[src/rtl/prbs15_top_wrapper.sv]
// prbs15_top_wrapper
//   Captures a 4-byte user pattern, replays it n times, then streams
//   PRBS-15 (x^15 + x^14 + 1) bytes forever. A byte-sequence detector
//   watches data_out and raises a sticky flag once it has seen the captured
//   pattern n times in a row.
// Ports:
//   clk       : rising-edge clock
//   rst       : asynchronous active-high reset
//   data_in   : pattern byte, sampled on the first 4 edges after reset
//   n         : repetition count, sampled on the 4th capture edge
//   data_out  : registered output byte stream (00 during capture)
//   data_flag : registered sticky detector flag
module prbs15_top_wrapper #(
  parameter logic [14:0] SEED = 15'h7FFF
) (
  input  logic       clk,
  input  logic       rst,
  input  logic [7:0] data_in,
  input  logic [1:0] n,
  output logic [7:0] data_out,
  output logic       data_flag
);

  typedef enum logic [1:0] {CAPTURE, REPLAY, PRBS} state_t;

  state_t          state_q, state_d;
  logic [1:0]      idx_q, idx_d;
  logic [1:0]      rep_q, rep_d;
  logic [1:0]      n_q;
  logic [3:0][7:0] pat_q;
  logic [14:0]     lfsr_q;
  logic [14:0]     lfsr_nxt;
  logic [7:0]      prbs_byte;
  // High once data_out carries an emitted (replay/PRBS) byte, so the
  // detector never mistakes the idle 00 of capture for pattern data.
  logic            out_vld;

  // Eight LFSR steps in one cycle; first generated bit lands in bit 7.
  function automatic logic [22:0] prbs_step8(input logic [14:0] s);
    logic [14:0] t;
    logic [7:0]  b;
    logic        nb;
    t = s;
    b = '0;
    for (int i = 0; i < 8; i++) begin
      nb       = t[14] ^ t[13];
      b[7-i]   = nb;
      t        = {t[13:0], nb};
    end
    return {t, b};
  endfunction

  assign {lfsr_nxt, prbs_byte} = prbs_step8(lfsr_q);

  // Main FSM: next state
  always_comb begin
    state_d = state_q;
    idx_d   = idx_q + 2'd1;
    rep_d   = rep_q;
    case (state_q)
      CAPTURE: begin
        if (idx_q == 2'd3) begin
          rep_d   = '0;
          state_d = (n == 2'd0) ? PRBS : REPLAY;
        end
      end
      REPLAY: begin
        if (idx_q == 2'd3) begin
          rep_d = rep_q + 2'd1;
          if (rep_q == n_q - 2'd1) state_d = PRBS;
        end
      end
      default: idx_d = idx_q;
    endcase
  end

  always_ff @(posedge clk or posedge rst) begin
    if (rst) begin
      state_q  <= CAPTURE;
      idx_q    <= '0;
      rep_q    <= '0;
      n_q      <= '0;
      pat_q    <= '0;
      lfsr_q   <= SEED;
      data_out <= 8'h00;
      out_vld  <= 1'b0;
    end else begin
      state_q <= state_d;
      idx_q   <= idx_d;
      rep_q   <= rep_d;
      out_vld <= (state_q != CAPTURE);
      case (state_q)
        CAPTURE: begin
          pat_q[idx_q] <= data_in;
          if (idx_q == 2'd3) n_q <= n;
          data_out <= 8'h00;
        end
        REPLAY: data_out <= pat_q[idx_q];
        default: begin
          data_out <= prbs_byte;
          lfsr_q   <= lfsr_nxt;
        end
      endcase
    end
  end

  // Detector: k = expected pattern byte index, r = completed repetitions.
  logic [1:0] k_q, k_d, r_q, r_d;
  logic       match;
  logic       flag_d;

  always_comb begin
    k_d    = k_q;
    r_d    = r_q;
    match  = (data_out == pat_q[k_q]);
    if (out_vld) begin
      if (match) begin
        k_d = k_q + 2'd1;
        if (k_q == 2'd3) r_d = r_q + 2'd1;
      end else begin
        r_d = '0;
        // Resync: the mismatching byte may itself start a new pattern.
        k_d = (data_out == pat_q[0]) ? 2'd1 : 2'd0;
      end
    end
    flag_d = data_flag | (out_vld && (n_q != 2'd0) && (r_d == n_q));
  end

  always_ff @(posedge clk or posedge rst) begin
    if (rst) begin
      k_q       <= '0;
      r_q       <= '0;
      data_flag <= 1'b0;
    end else begin
      k_q       <= k_d;
      r_q       <= r_d;
      data_flag <= flag_d;
    end
  end

endmodule

[config.mk]
export PLATFORM = sky130hd
export DESIGN_NAME = prbs15_top_wrapper
export DESIGN_NICKNAME = d
export VERILOG_FILES = /design/src/rtl/prbs15_top_wrapper.sv
export SDC_FILE = /design/constraint.sdc
export NUM_CORES = 1
export LEC_CHECK = 0
export CORE_AREA = 2 2 73 82
export CTS_CLUSTER_SIZE = 16
export DETAILED_ROUTE_END_ITERATION = 6
export DIE_AREA = 0 0 75 84
export PLACE_DENSITY_LB_ADDON = 0.05
export SYNTH_ARGS = -nofsm -noshare
export SYNTH_HDL_FRONTEND = slang
export SYNTH_SLANG_ARGS = --single-unit
[constraint.sdc]
create_clock -name clk -period 5.9 [get_ports clk]
set_clock_uncertainty 0.15 [all_clocks]
set_input_delay 1.18 -clock clk [delete_from_list [all_inputs] [get_ports clk]]
set_output_delay 1.18 -clock clk [all_outputs]
set_load 0.005 [all_outputs]
Word-level counts from Yosys, hierarchy flattened
Index checks and enable logic that the tools add are counted.

Logic and storage cells: 74. Register bits after elaboration: 69.

Multiplexer cells: 21. Equality and inequality tests: 10. Reduce and logical (&&, ||, !) cells: 12. Bitwise operators: 9. Order comparisons: 3. Add/subtract/negate cells: 5.

Operators with widths (number): 8-bit binary-select mux with 2-bit select (2); 32-bit bitwise mux (1); 8-bit 2-to-1 mux (3); 2-bit 2-to-1 mux (10); 8-bit demux with 2-bit select (1); 8-bit == test (2); 8-bit one-hot mux with 2 select lines (1); 2-bit by 1-bit adder with 2-bit output (second input constant) (4); 2-bit one-hot mux with 2 select lines (2); 1-bit bitwise XOR (8); 2-bit by 3-bit less-than comparator with 1-bit output (second input constant) (2); 2-bit != test (second input constant) (3); 2-bit nonzero test (3); 2-bit == test (2); 2-bit == test (second input constant) (2); 2-bit zero test (2); 4-bit AND reduction (1); 1-bit logical AND (3); 3-bit AND reduction (1); 2-bit by 1-bit == test with 1-bit output (second input constant) (1); 2-bit by 1-bit greater-or-equal comparator with 1-bit output (second input constant) (1); 2-bit AND reduction (1); 2-bit OR reduction (1); 2-bit by 1-bit subtractor with 2-bit output (second input constant) (1); other kinds (2) (2).

Logic depth before layout (Yosys ltp)
Depth after elaboration: 8. Mapped depth: 6. Depth with buffers taken out: 6.

Worst setup path after synthesis
Ideal clock, no wire load.

Path kind: reg2reg. Start point: register k_q[0]. End point: register data_flag. Cell stages (with the launch flop): 7. Setup slack: 3.762 ns. Period minus slack after synthesis: 2.138 ns. Data arrival time: 1.864 ns. Library setup time: 0.124 ns. Required time: 5.626 ns. Cells stage by stage: dfrtp_1 -> buf_6 -> mux4_2 -> xnor2_1 -> nand4_2 -> or2_4 -> a211o_1.

Word-level cells in the longest chain between the ends: 8.

RTL lines: start, declared (line 108) `logic [1:0] k_q, k_d, r_q, r_d;`; start signal, assigned (line 135) `k_q <= k_d;`; 8-bit binary-select mux with 2-bit select (line 115) `match = (data_out == pat_q[k_q]);`; 8-bit 2-to-1 mux (not written as such) (line 115); 8-bit == test (line 115); 2-bit 2-to-1 mux * (line 117) `if (match) begin`; 2-bit 2-to-1 mux * (line 116) `if (out_vld) begin`; 2-bit == test * (line 126) `flag_d = data_flag | (out_vld && (n_q != 2'd0) && (r_d == n_q));`; 1-bit logical AND * (line 126); 1-bit bitwise OR * (line 126); named net flag_d (line 110) `logic flag_d;`; end signal, assigned (line 137) `data_flag <= flag_d;`; end, declared (line 21) `output logic data_flag`.

The timed path passes the listed nets; every way through them passes the cells marked *. The select of a mux whose other input is x is not followed. A chain may end at the register's enable or synchronous reset.

Final worst setup path
Start point: register idx_q[0]. End point: register pat_q[28] in the netlist's numbering.

Word-level cells in the longest chain between the ends: 5.

RTL lines: start, declared (line 27) `logic [1:0] idx_q, idx_d;`; start signal, assigned (line 89) `idx_q <= idx_d;`; 2-bit by 3-bit less-than comparator with 1-bit output (not written as such) or 2-bit by 1-bit greater-or-equal comparator with 1-bit output (tied branches) (line 94) `pat_q[idx_q] <= data_in;`; 1-bit logical AND (not written as such) (line 94); 8-bit 2-to-1 mux (not written as such) (line 94); 8-bit demux with 2-bit select * (line 94); 32-bit bitwise mux * (line 94); end signal, assigned by index (line 94); end, declared (line 30) `logic [3:0][7:0] pat_q;`.

Mark *: on every way between the ends. The rest lies on a longest branch, timed or not.

==> impl_metrics.yaml <==
yosys:
  synth-seq-cells: 69
  syn_area_per_cell_um2: 12.8
  yosysSeqAreaShare_pct: 50.6
  async_reset_ff_share_pct: 100
  synth_nets: 287
  postSynthCellCount: 269
  syn_area_um2: 3450
  netlist-cell-type-count: 35
  synth_edf_count: 0
  ys.flop_type: "dfrtp_1"
  yosysWarnings: 0
finish:
  final_cells: 370
  antenna_cells: 0
  nFillCells: 402
  syn2layout_area_growth_pct: 12.2
  multi_input_area_um2: 1590
  drive_gt1_share_pct: 30.7
  regArea_um2: 1750
  layout_common_cells: "54 x dfrtp_1, 41 x mux2_2, 24 x nand2_1, 20 x clkdlybuf4s50_1, 19 x o21ai_0"
  final_common_cell: "dfrtp_1"
  finalNetCount: 306
timing:
  rsz0062_at_grt: "false"
  hold_ws_ns: 0.311
  tns_ns: 0
  slew_headroom_pct: 25.2
  setup_viol: 0
  tightest_slew_ns: 1.12
  hold_violations: 0
  finalCritPeriodShare_pct: 46.5
  max_freq_mhz: 364
  finalMaxSlewViolations: 0
  period_needed_ns: 2.74
clocking:
  numClockSinks: 69
  cts-htree-levels: 3
  cts_tree: "yes"
  clk_pin_slew_ns: 0.07
  clock_path_buffers: 2
  hold_buffers: 0
  post_cts_buffers: 0
  cts_made_buffers: 9
  worstSkewPairLatency_ns: 0.34
  root_buffer: "clkbuf_8"
  cts_resized: 0
routing:
  first_pass_iters: 4
  wl_per_cell_um: 18.0
  vias: 2107
  drc: 0
  routed_wl_um: 6660
  ant_nets: 0
  via_per_inst: 5.69
  drt_iter0_drc: 97
placement:
  port_buffers: 20
  hpwl_um: 4570
  dp_cells: 354
  place_congestion: 0.744
pwr:
  pwr-share-seq_pct: 46.9
  cellLeakagePower_nw: 1.58
  switching_share_pct: 33.6
  powerDensity_nw_per_um2: 479
  p_clk_share_pct: 18.5
  vdd_drop_max_mv: 0.392
  intPower_mw: 1.23
  power_frac_comb_pct: 34.6
  switching_power_mw: 0.622
setup_path:
  critical_path_class: "flip-flop to flip-flop"
  worstSetupEndpointType: "flip-flop"
  cp-start-kind: "flip-flop"
  critical_path_required_ns: 5.97
  path_max_fanout: 13
  cp_cell_sequence: "ha_1 > nand2b_1 > nor2_1 > mux2_2"
  cpPeakStageDelay_ns: 0.86
  arrival_ns: 2.81
  slowest_stage: "nor2_1"
floorplan:
  io-pin-count: 21
  rows: 29
  die_w_um: 75
  core_um2: 5550
  die-area_um2: 6300
  start_util_pct: 62.1
  die_y_um: 84
run_status:
  status: "finished, final reports clean"
grt:
  grt_pass1_vias: 2187
  antenna_found_initial: 0
  grt_pass1_wl_um: 10800
  grt-ovfl-total: 0
  grt.total_usage_pct: 23.9
  grt_max_degree: 38
run:
  drv_cap: 0
hold_path:
  hold_class: "flip-flop to flip-flop"
==> power by group through the flow <==
stage | clock network, mW | logic (mW) | registers, mW
3_3_place_gp | 0 | 0.625 | 0.864
5_1_grt | 0.368 | 0.701 | 0.899
2_1_floorplan | 0 | 0.568 | 0.755
4_1_cts | 0.346 | 0.648 | 0.869
3_5_place_dp | 0 | 0.643 | 0.877
6_report | 0.343 | 0.640 | 0.870
==> logic make-up after synthesis <==
kind of cell | after synthesis | synth area share, %
AOI/OAI and AO/OA | 30 | 5.26
xor gates and xnor gates | 28 | 7.33
adders and majority gates | 6 | 2.18
buffers and inverters | 28 | 3.30
DFF | 69 | 50.6
muxes | 58 | 24.1
and+or+nand+nor | 50 | 7.22
==> registers in the layout, indices dropped and copies added (netlist names) <==
signal     count
r_q            2
k_q            2
idx_q          2
data_out       8
n_q            2
data_flag      1
rep_q          2
lfsr_q        15
pat_q         32
out_vld        1
state_q        2
==> metal layers <==
metal	part of all wire, %	global-route usage [%]
met1	45	33.4
met2	50	36.6
met3	3.1	4.23
met4	2.2	10.1
met5	0	0
==> worst max-delay path: cells and delay by family (launching register included) <==
kind / cells / cell delay (ns)
adder cells (fa/ha/maj): 1 / 0.28
flip-flops: 1 / 0.80
multiplexers: 1 / 0.42
AND/OR/NAND/NOR: 2 / 0.97
==> worst paths after layout <==
path / endpoint / slack (ns) / depth (start not counted) / from
worst max-delay path: pat_q[28] / 3.16 / 4 / idx_q[0]
worst min-delay path: data_flag / 0.31 / 1 / data_flag
worst max register to register: pat_q[28] / 3.16 / 4 / idx_q[0]
worst min register to register: data_flag / 0.31 / 1 / data_flag
max in group asynchronous: lfsr_q[8] / 3.51 / 3 / rst
min in group asynchronous: data_out[6] / 1.14 / 2 / rst
==> Yosys cell counts (4+ instances only) <==
| cell type | number | area (µm²) |
|---|---|---|
| clkbuf_1 | 10 | 37.5 |
| dfrtp_1 | 54 | 1350 |
| dfstp_2 | 15 | 394 |
| ha_1 | 6 | 75.1 |
| inv_1 | 15 | 56.3 |
| mux2_2 | 41 | 462 |
| mux4_2 | 16 | 360 |
| nand2_1 | 24 | 90.1 |
| nand2b_1 | 5 | 31.3 |
| nor2_1 | 4 | 15.0 |
| o21ai_0 | 19 | 95.1 |
| xnor2_1 | 18 | 158 |
| xor2_1 | 9 | 78.8 |
==> stage by stage <==
step / cell area (µm²) / utilization (%) / power (mW) / setup WS [ns]
floorplan: 3450 / - / 1.32 / 2.85
global placement: 3700 / 66.6 / 1.49 / 3.11
detailed placement: 3700 / 66.6 / 1.52 / 3.10
CTS: 3870 / 69.7 / 1.86 / 3.11
global route: 3870 / 69.7 / 1.97 / 2.91
finish: 3870 / 69.7 / 1.85 / 3.16
==> cell type report <==
class | count | share of cell area (%)
Inverter | 15 | 1.46
Clock inverter | 2 | 0.259
Tap cell | 77 | 2.49
Multi-Input combinational cell | 172 | 41.1
Clock buffer | 14 | 4.20
Sequential cell | 69 | 45.1
Timing Repair Buffer | 21 | 5.37
No activity file was read; power rests on OpenSTA's default activity.
